**config.mk**
```make
export PLATFORM = sky130hd
export DESIGN_NAME = bomberman_draw_engine
export DESIGN_NICKNAME = d
export VERILOG_FILES = /design/src/rtl/bomberman_draw_engine.sv
export SDC_FILE = /design/constraint.sdc
export NUM_CORES = 1
export LEC_CHECK = 0
export BUFFER_PORTS_ARGS = -buffer_cell sky130_fd_sc_hd__buf_2
export CORE_ASPECT_RATIO = 0.7
export CORE_MARGIN = 10
export CORE_UTILIZATION = 30
export CTS_BUF_LIST = sky130_fd_sc_hd__clkbuf_16
export CTS_CLUSTER_DIAMETER = 200
export CTS_CLUSTER_SIZE = 8
export DETAILED_ROUTE_END_ITERATION = 16
export GPL_ROUTABILITY_DRIVEN = 0
export GPL_TIMING_DRIVEN = 0
export RECOVER_POWER = 50
export SYNTH_ARGS = -nofsm -noshare
export SYNTH_HDL_FRONTEND = slang
export SYNTH_SLANG_ARGS = --single-unit
```
**constraint.sdc**
```tcl
create_clock -name clock -period 4.9 [get_ports clock]
set_input_delay 1.47 -clock clock [delete_from_list [all_inputs] [get_ports clock]]
set_output_delay 1.47 -clock clock [all_outputs]
set_load 0.01 [all_outputs]
```
**src/rtl/bomberman_draw_engine.sv**
```systemverilog
// Bomberman draw engine: streams background, tile and player sprites to VGA.
// Define SPRITE_TRANSPARENCY_EN to skip colour-0 pixels of player sprites.
module bomberman_draw_engine #(
  parameter int COLOUR_W  = 3,
  parameter int SCREEN_W  = 160,
  parameter int SCREEN_H  = 120,
  parameter int GRID_COLS = 15,
  parameter int GRID_ROWS = 13,
  parameter int STAGE_X0  = 20,
  parameter int STAGE_Y0  = 8
) (
  input  logic                clock,
  input  logic                reset,
  input  logic                copy_enable,
  input  logic [1:0]          memory_select,
  input  logic                draw_stage,
  input  logic                draw_t,
  input  logic                draw_p1,
  input  logic                draw_p2,
  input  logic                tc_enable,
  input  logic [7:0]          p1_x,
  input  logic [7:0]          p2_x,
  input  logic [6:0]          p1_y,
  input  logic [6:0]          p2_y,
  input  logic [2:0]          tile_type,
  output logic [3:0]          tile_col,
  output logic [3:0]          tile_row,
  output logic                all_tiles_drawn,
  output logic [1:0]          rom_sel,
  output logic [14:0]         rom_addr,
  input  logic [COLOUR_W-1:0] rom_data,
  output logic [7:0]          vga_x,
  output logic [6:0]          vga_y,
  output logic [COLOUR_W-1:0] vga_colour,
  output logic                vga_plot,
  output logic                finished
);

  typedef enum logic [1:0] {IDLE, RUN, FLUSH, DONE} state_t;

  state_t      state_q, state_d;
  logic        bg_q, bg_d;
  logic        pl_q, pl_d;
  logic [2:0]  id_q, id_d;
  logic [7:0]  ox_q, ox_d;
  logic [6:0]  oy_q, oy_d;
  logic [1:0]  sel_q, sel_d;
  logic [7:0]  cx_q, cx_d;
  logic [6:0]  cy_q, cy_d;
  logic [7:0]  vx_q, vx_d;
  logic [6:0]  vy_q, vy_d;
  logic        plot_q, plot_d;
  logic [3:0]  col_q, col_d;
  logic [3:0]  row_q, row_d;

  logic [8:0]  sx;
  logic [7:0]  sy;
  logic        in_b;
  logic        x_end;
  logic        last;
  logic        start;
  logic [14:0] bg_addr;

  // Wide sums so sprites hanging off the right/bottom edge never wrap.
  assign sx = {1'b0, ox_q} + {1'b0, cx_q};
  assign sy = {1'b0, oy_q} + {1'b0, cy_q};
  assign in_b = (sx < 9'(SCREEN_W)) && (sy < 8'(SCREEN_H));

  assign x_end = bg_q ? (cx_q == 8'(SCREEN_W - 1))
                      : (cx_q == 8'd7);
  assign last  = x_end && (bg_q ? (cy_q == 7'(SCREEN_H - 1))
                                : (cy_q == 7'd7));

  assign bg_addr = 15'(cy_q) * 15'(SCREEN_W) + 15'(cx_q);

  assign start = (state_q == IDLE) && copy_enable
              && (draw_stage | draw_t | draw_p1 | draw_p2);

  always_comb begin
    state_d = state_q;
    bg_d    = bg_q;
    pl_d    = pl_q;
    id_d    = id_q;
    ox_d    = ox_q;
    oy_d    = oy_q;
    sel_d   = sel_q;
    cx_d    = cx_q;
    cy_d    = cy_q;
    vx_d    = vx_q;
    vy_d    = vy_q;
    plot_d  = 1'b0;
    col_d   = col_q;
    row_d   = row_q;

    unique case (state_q)
      IDLE: begin
        if (start) begin
          state_d = RUN;
          sel_d   = memory_select;
          cx_d    = '0;
          cy_d    = '0;
          bg_d    = 1'b0;
          pl_d    = 1'b0;
          priority case (1'b1)
            draw_stage: begin
              bg_d = 1'b1;
              id_d = '0;
              ox_d = '0;
              oy_d = '0;
            end
            draw_t: begin
              id_d = tile_type;
              ox_d = 8'(STAGE_X0) + {1'b0, col_q, 3'b0};
              oy_d = 7'(STAGE_Y0) + {row_q, 3'b0};
            end
            draw_p1: begin
              pl_d = 1'b1;
              id_d = 3'd6;
              ox_d = p1_x;
              oy_d = p1_y;
            end
            default: begin
              pl_d = 1'b1;
              id_d = 3'd7;
              ox_d = p2_x;
              oy_d = p2_y;
            end
          endcase
        end
      end
      RUN: begin
        if (!copy_enable) begin
          state_d = IDLE;
        end else begin
          plot_d = in_b;
          vx_d   = sx[7:0];
          vy_d   = sy[6:0];
          if (x_end) begin
            cx_d = '0;
            cy_d = cy_q + 7'd1;
          end else begin
            cx_d = cx_q + 8'd1;
          end
          if (last) state_d = FLUSH;
        end
      end
      FLUSH: state_d = copy_enable ? DONE : IDLE;
      default: state_d = IDLE;
    endcase

    if (start && draw_stage) begin
      col_d = '0;
      row_d = '0;
    end else if (tc_enable) begin
      if (col_q == 4'(GRID_COLS - 1)) begin
        col_d = '0;
        row_d = (row_q == 4'(GRID_ROWS - 1)) ? '0 : row_q + 4'd1;
      end else begin
        col_d = col_q + 4'd1;
      end
    end
  end

  always_ff @(posedge clock) begin
    if (reset) begin
      state_q <= IDLE;
      bg_q    <= 1'b0;
      pl_q    <= 1'b0;
      id_q    <= '0;
      ox_q    <= '0;
      oy_q    <= '0;
      sel_q   <= '0;
      cx_q    <= '0;
      cy_q    <= '0;
      vx_q    <= '0;
      vy_q    <= '0;
      plot_q  <= 1'b0;
      col_q   <= '0;
      row_q   <= '0;
    end else begin
      state_q <= state_d;
      bg_q    <= bg_d;
      pl_q    <= pl_d;
      id_q    <= id_d;
      ox_q    <= ox_d;
      oy_q    <= oy_d;
      sel_q   <= sel_d;
      cx_q    <= cx_d;
      cy_q    <= cy_d;
      vx_q    <= vx_d;
      vy_q    <= vy_d;
      plot_q  <= plot_d;
      col_q   <= col_d;
      row_q   <= row_d;
    end
  end

  assign rom_addr = bg_q ? bg_addr
                         : {6'b0, id_q, cy_q[2:0], cx_q[2:0]};
  assign rom_sel  = sel_q;
  assign tile_col = col_q;
  assign tile_row = row_q;
  assign all_tiles_drawn = (col_q == 4'(GRID_COLS - 1))
                        && (row_q == 4'(GRID_ROWS - 1));
  assign vga_x      = vx_q;
  assign vga_y      = vy_q;
  assign vga_colour = rom_data;
  assign finished   = (state_q == DONE);

`ifdef SPRITE_TRANSPARENCY_EN
  assign vga_plot = plot_q && !(pl_q && (rom_data == '0));
`else
  assign vga_plot = plot_q;
`endif

endmodule

```
==> flow_summary.toml <==
[run_status]
status = "finished clean"

[power]
total_power_uw = 1359
leakage_uw = 0.002083
p_per_area_nw_per_um2 = 265.2
peakVddDrop_uv = 178.1

[synthesis]
synth_top_area_share_pct = 29.80
yosys.area_share.adder_pct = 11.84
netlist_instances = 515
synth_cell_types = 57
synth_top_cell_by_area = "dfxtp_1"
ys_seq_elements = 62
synth_top_family_by_area = "simple AND/OR/NAND/NOR gates"
synth_area_sq_um = 4165
synth-edff-count = 0
yosys.area_share.simple_pct = 22.71
async_flop_share_pct = 0
avgSynthCellArea_sq_um = 8.088
muxShareOfSynthArea_pct = 4.506
synth_warnings = 0
synth_compound_area_share_pct = 21.69
ys_seq_area_share_pct = 29.80
synth_area_leaders = "dfxtp_1 30%, ha_1 9.9%, a21oi_1 5.9%"
syn_nets = 598
synth_xor_area_share_pct = 4.416
ys.flop_type = "dfxtp_1"

[clock_tree]
h-tree-depth = 3
post_cts_buffers = 0
post_cts_resize_count = 1
root_buffer = "clkbuf_16"
cts_tree = "built"
cts_buffers = 9
clock_sinks = 62
holdBufCountCts = 0
cts.clk_slew.worst_paths_ps = 60
clockBufferDepth = 2
clkLatencyLatePin_ps = 340

[layout]
drive_gt1_share_pct = 15.86
antennaDiodeCount = 0
fin_cells = 803
fin_nets = 696
area_growth_pct = 22.98
n_fill_cell = 1406

[timing]
holdWs_ps = 451.3
slew_viol_final = 0
setup_violations = 0
timing.fmax_mhz = 211.9
timing.final.hold_violations = 0
slew_headroom_pct = 52.28
skew_ps = 9.919
setup-tns-final_ps = 0
finalCritPeriodShare_pct = 96.31
worst_pin_slew_ps = 709.3
min_period_ps = 4719

[min_path]
min_path_cells = 2
hold_start = "vga_x[5]"
hold_class = "flop to flop"
min_to = "vga_x[5]"

[global_route]
grt_max_degree = 12
grt_pass1_wl_microns = 20320
gr-total-overflow = 0
grt_pass1_vias = 3996
antenna_found_initial = 0
grt_usage_pct = 12.85

[die]
rows = 35
die_h_microns = 118.6
fp.dieW_microns = 160.8
initial_core_util_pct = 31.19
dieArea_sq_um = 19070
ios = 92
core-area_sq_um = 13360

[job]
maxCapViolCount = 0

[worst_setup_path]
critical_path_class = "flop to output pin"
rr_worst_depth = 7
cp-start-kind = "flop"
worstPathRequired_ps = 3430
timing.rr.start = "cy_q[0]"
r2r_slack_ps = 2320
critPathMaxFanout = 9
worst_ep_arrival_time_ps = 3250
end_kind = "output pin"
rr_endpoint = "vga_plot"

[route]
drt-wirelength-per-cell_microns = 15.94
post_drt_via_cell_ratio = 5.219
drtIter0Drc = 197
postRouteAntennaNets = 0
vias = 4191
drt_wl_total_microns = 12800
drcViolationCount = 0
drtPass1Iterations = 6

[placed_design]
dp_hpwl_microns = 10230
place_inst = 787
port_buffers = 87
==> routing by layer <==
metal | track usage [%] | vias up | part of all wire [%]
met5 | 0 | - | 0
met4 | 2.664 | 0 | 0.65
met3 | 4.438 | 14 | 6.9
met2 | 19.75 | 146 | 43
met1 | 17.01 | 1956 | 49
li1 | - | 2075 | -
==> cell usage in the layout, fill, tap and decap left out, drive strengths merged, types with 6 or more instances in the layout <==
cell,instances
buf,68
dfxtp,62
nand2,56
clkbuf,55
a21oi,49
nor2,44
ha,33
o21ai,26
inv,20
nor2b,15
nand3,15
xnor2,14
a211oi,13
mux2i,12
o31ai,10
nor4,10
or3,7
xor2,7
nor3b,6
mux2,6
==> area by class of cell <==
| type | instances | area [sq um] | share of cell area, % |
|---|---|---|---|
| Buffer | 27 | 133.9 | 2.614 |
| Clock buffer | 9 | 225.2 | 4.397 |
| Clock inverter | 7 | 90.09 | 1.759 |
| Inverter | 20 | 75.07 | 1.466 |
| Multi-Input combinational cell | 406 | 2720 | 53.10 |
| Sequential cell | 62 | 1246 | 24.33 |
| Tap cell | 185 | 231.5 | 4.519 |
| Timing Repair Buffer | 87 | 400.4 | 7.816 |
==> synthesized netlist by cell type (3+ instances only) <==
master / number
nor3_1: 5
nand4_1: 4
buf_2: 3
a211oi_1: 13
o21ai_0: 26
a21o_1: 4
nand2b_1: 5
a2111oi_0: 3
buf_1: 3
nor2b_1: 15
and3_1: 3
o31ai_1: 10
xor2_1: 7
a22o_1: 3
o211ai_1: 5
nand2_1: 56
fa_1: 4
nor3b_1: 6
inv_1: 19
or3_1: 7
nand3_1: 15
nor4_1: 10
mux2i_1: 12
or4_1: 4
nor2_1: 44
mux2_2: 6
a21oi_1: 49
buf_4: 6
o21a_1: 3
a211o_1: 5
ha_1: 33
clkbuf_1: 14
o311ai_0: 3
or2_2: 3
and2_1: 5
dfxtp_1: 62
xnor2_1: 14
==> worst max-delay path by stage <==
stage             from      endpoint
2_1_floorplan  cy_q[1]  rom_addr[14]
3_3_place_gp   cy_q[1]  rom_addr[14]
3_5_place_dp   cy_q[1]  rom_addr[14]
4_1_cts        cy_q[3]  rom_addr[14]
5_1_grt        cy_q[1]  rom_addr[14]
6_report       cy_q[1]  rom_addr[14]
==> where the power goes <==
part           switching (uW)  total (uW)  internal [uW]
registers                13.0         531            518
clock network             242         683            441
logic                    88.5         145           56.5
total                     343        1360           1020
==> stage by stage <==
step | cell area [sq um] | utilization (%) | setup WS (ps)
after global routing | 5122 | 38.35 | -29.92
final | 5122 | 38.35 | 180.6
after detailed placement | 4832 | 36.18 | 355.5
after floorplan | 4165 | - | 735.6
after CTS | 5149 | 38.55 | 92.78
after global placement | 4832 | 36.18 | 415.9
==> state kept, by name, summed over array words and instances (netlist names) <==
register  count
tile_col      4
cy_q          7
vga_plot      1
cx_q          8
rom_sel       2
tile_row      4
oy_q          7
state_q       2
bg_q          1
vga_y         7
vga_x         8
ox_q          8
id_q          3
==> critical path, stage by stage (launching register included) <==
cell and delay [ps]:
dfxtp_2 450, ha_1 270, ha_1 230, inv_1 80, fa_1 460, nor2b_1 200
nand2_1 90, nor4_2 290, or4bb_1 510, a21oi_1 170, buf_2 150
==> cells by family (layout without fill, tap and decap cells) <==
kind of cell | after synthesis | in the layout
and+or+nand+nor | 190 | 190
AOI/OAI and AO/OA | 140 | 140
DFF | 62 | 62
buffers and inverters | 47 | 150
adders and majority gates | 37 | 37
xor gates and xnor gates | 21 | 21
muxes | 18 | 18
Note: power is estimated with default switching activity, not from simulation.
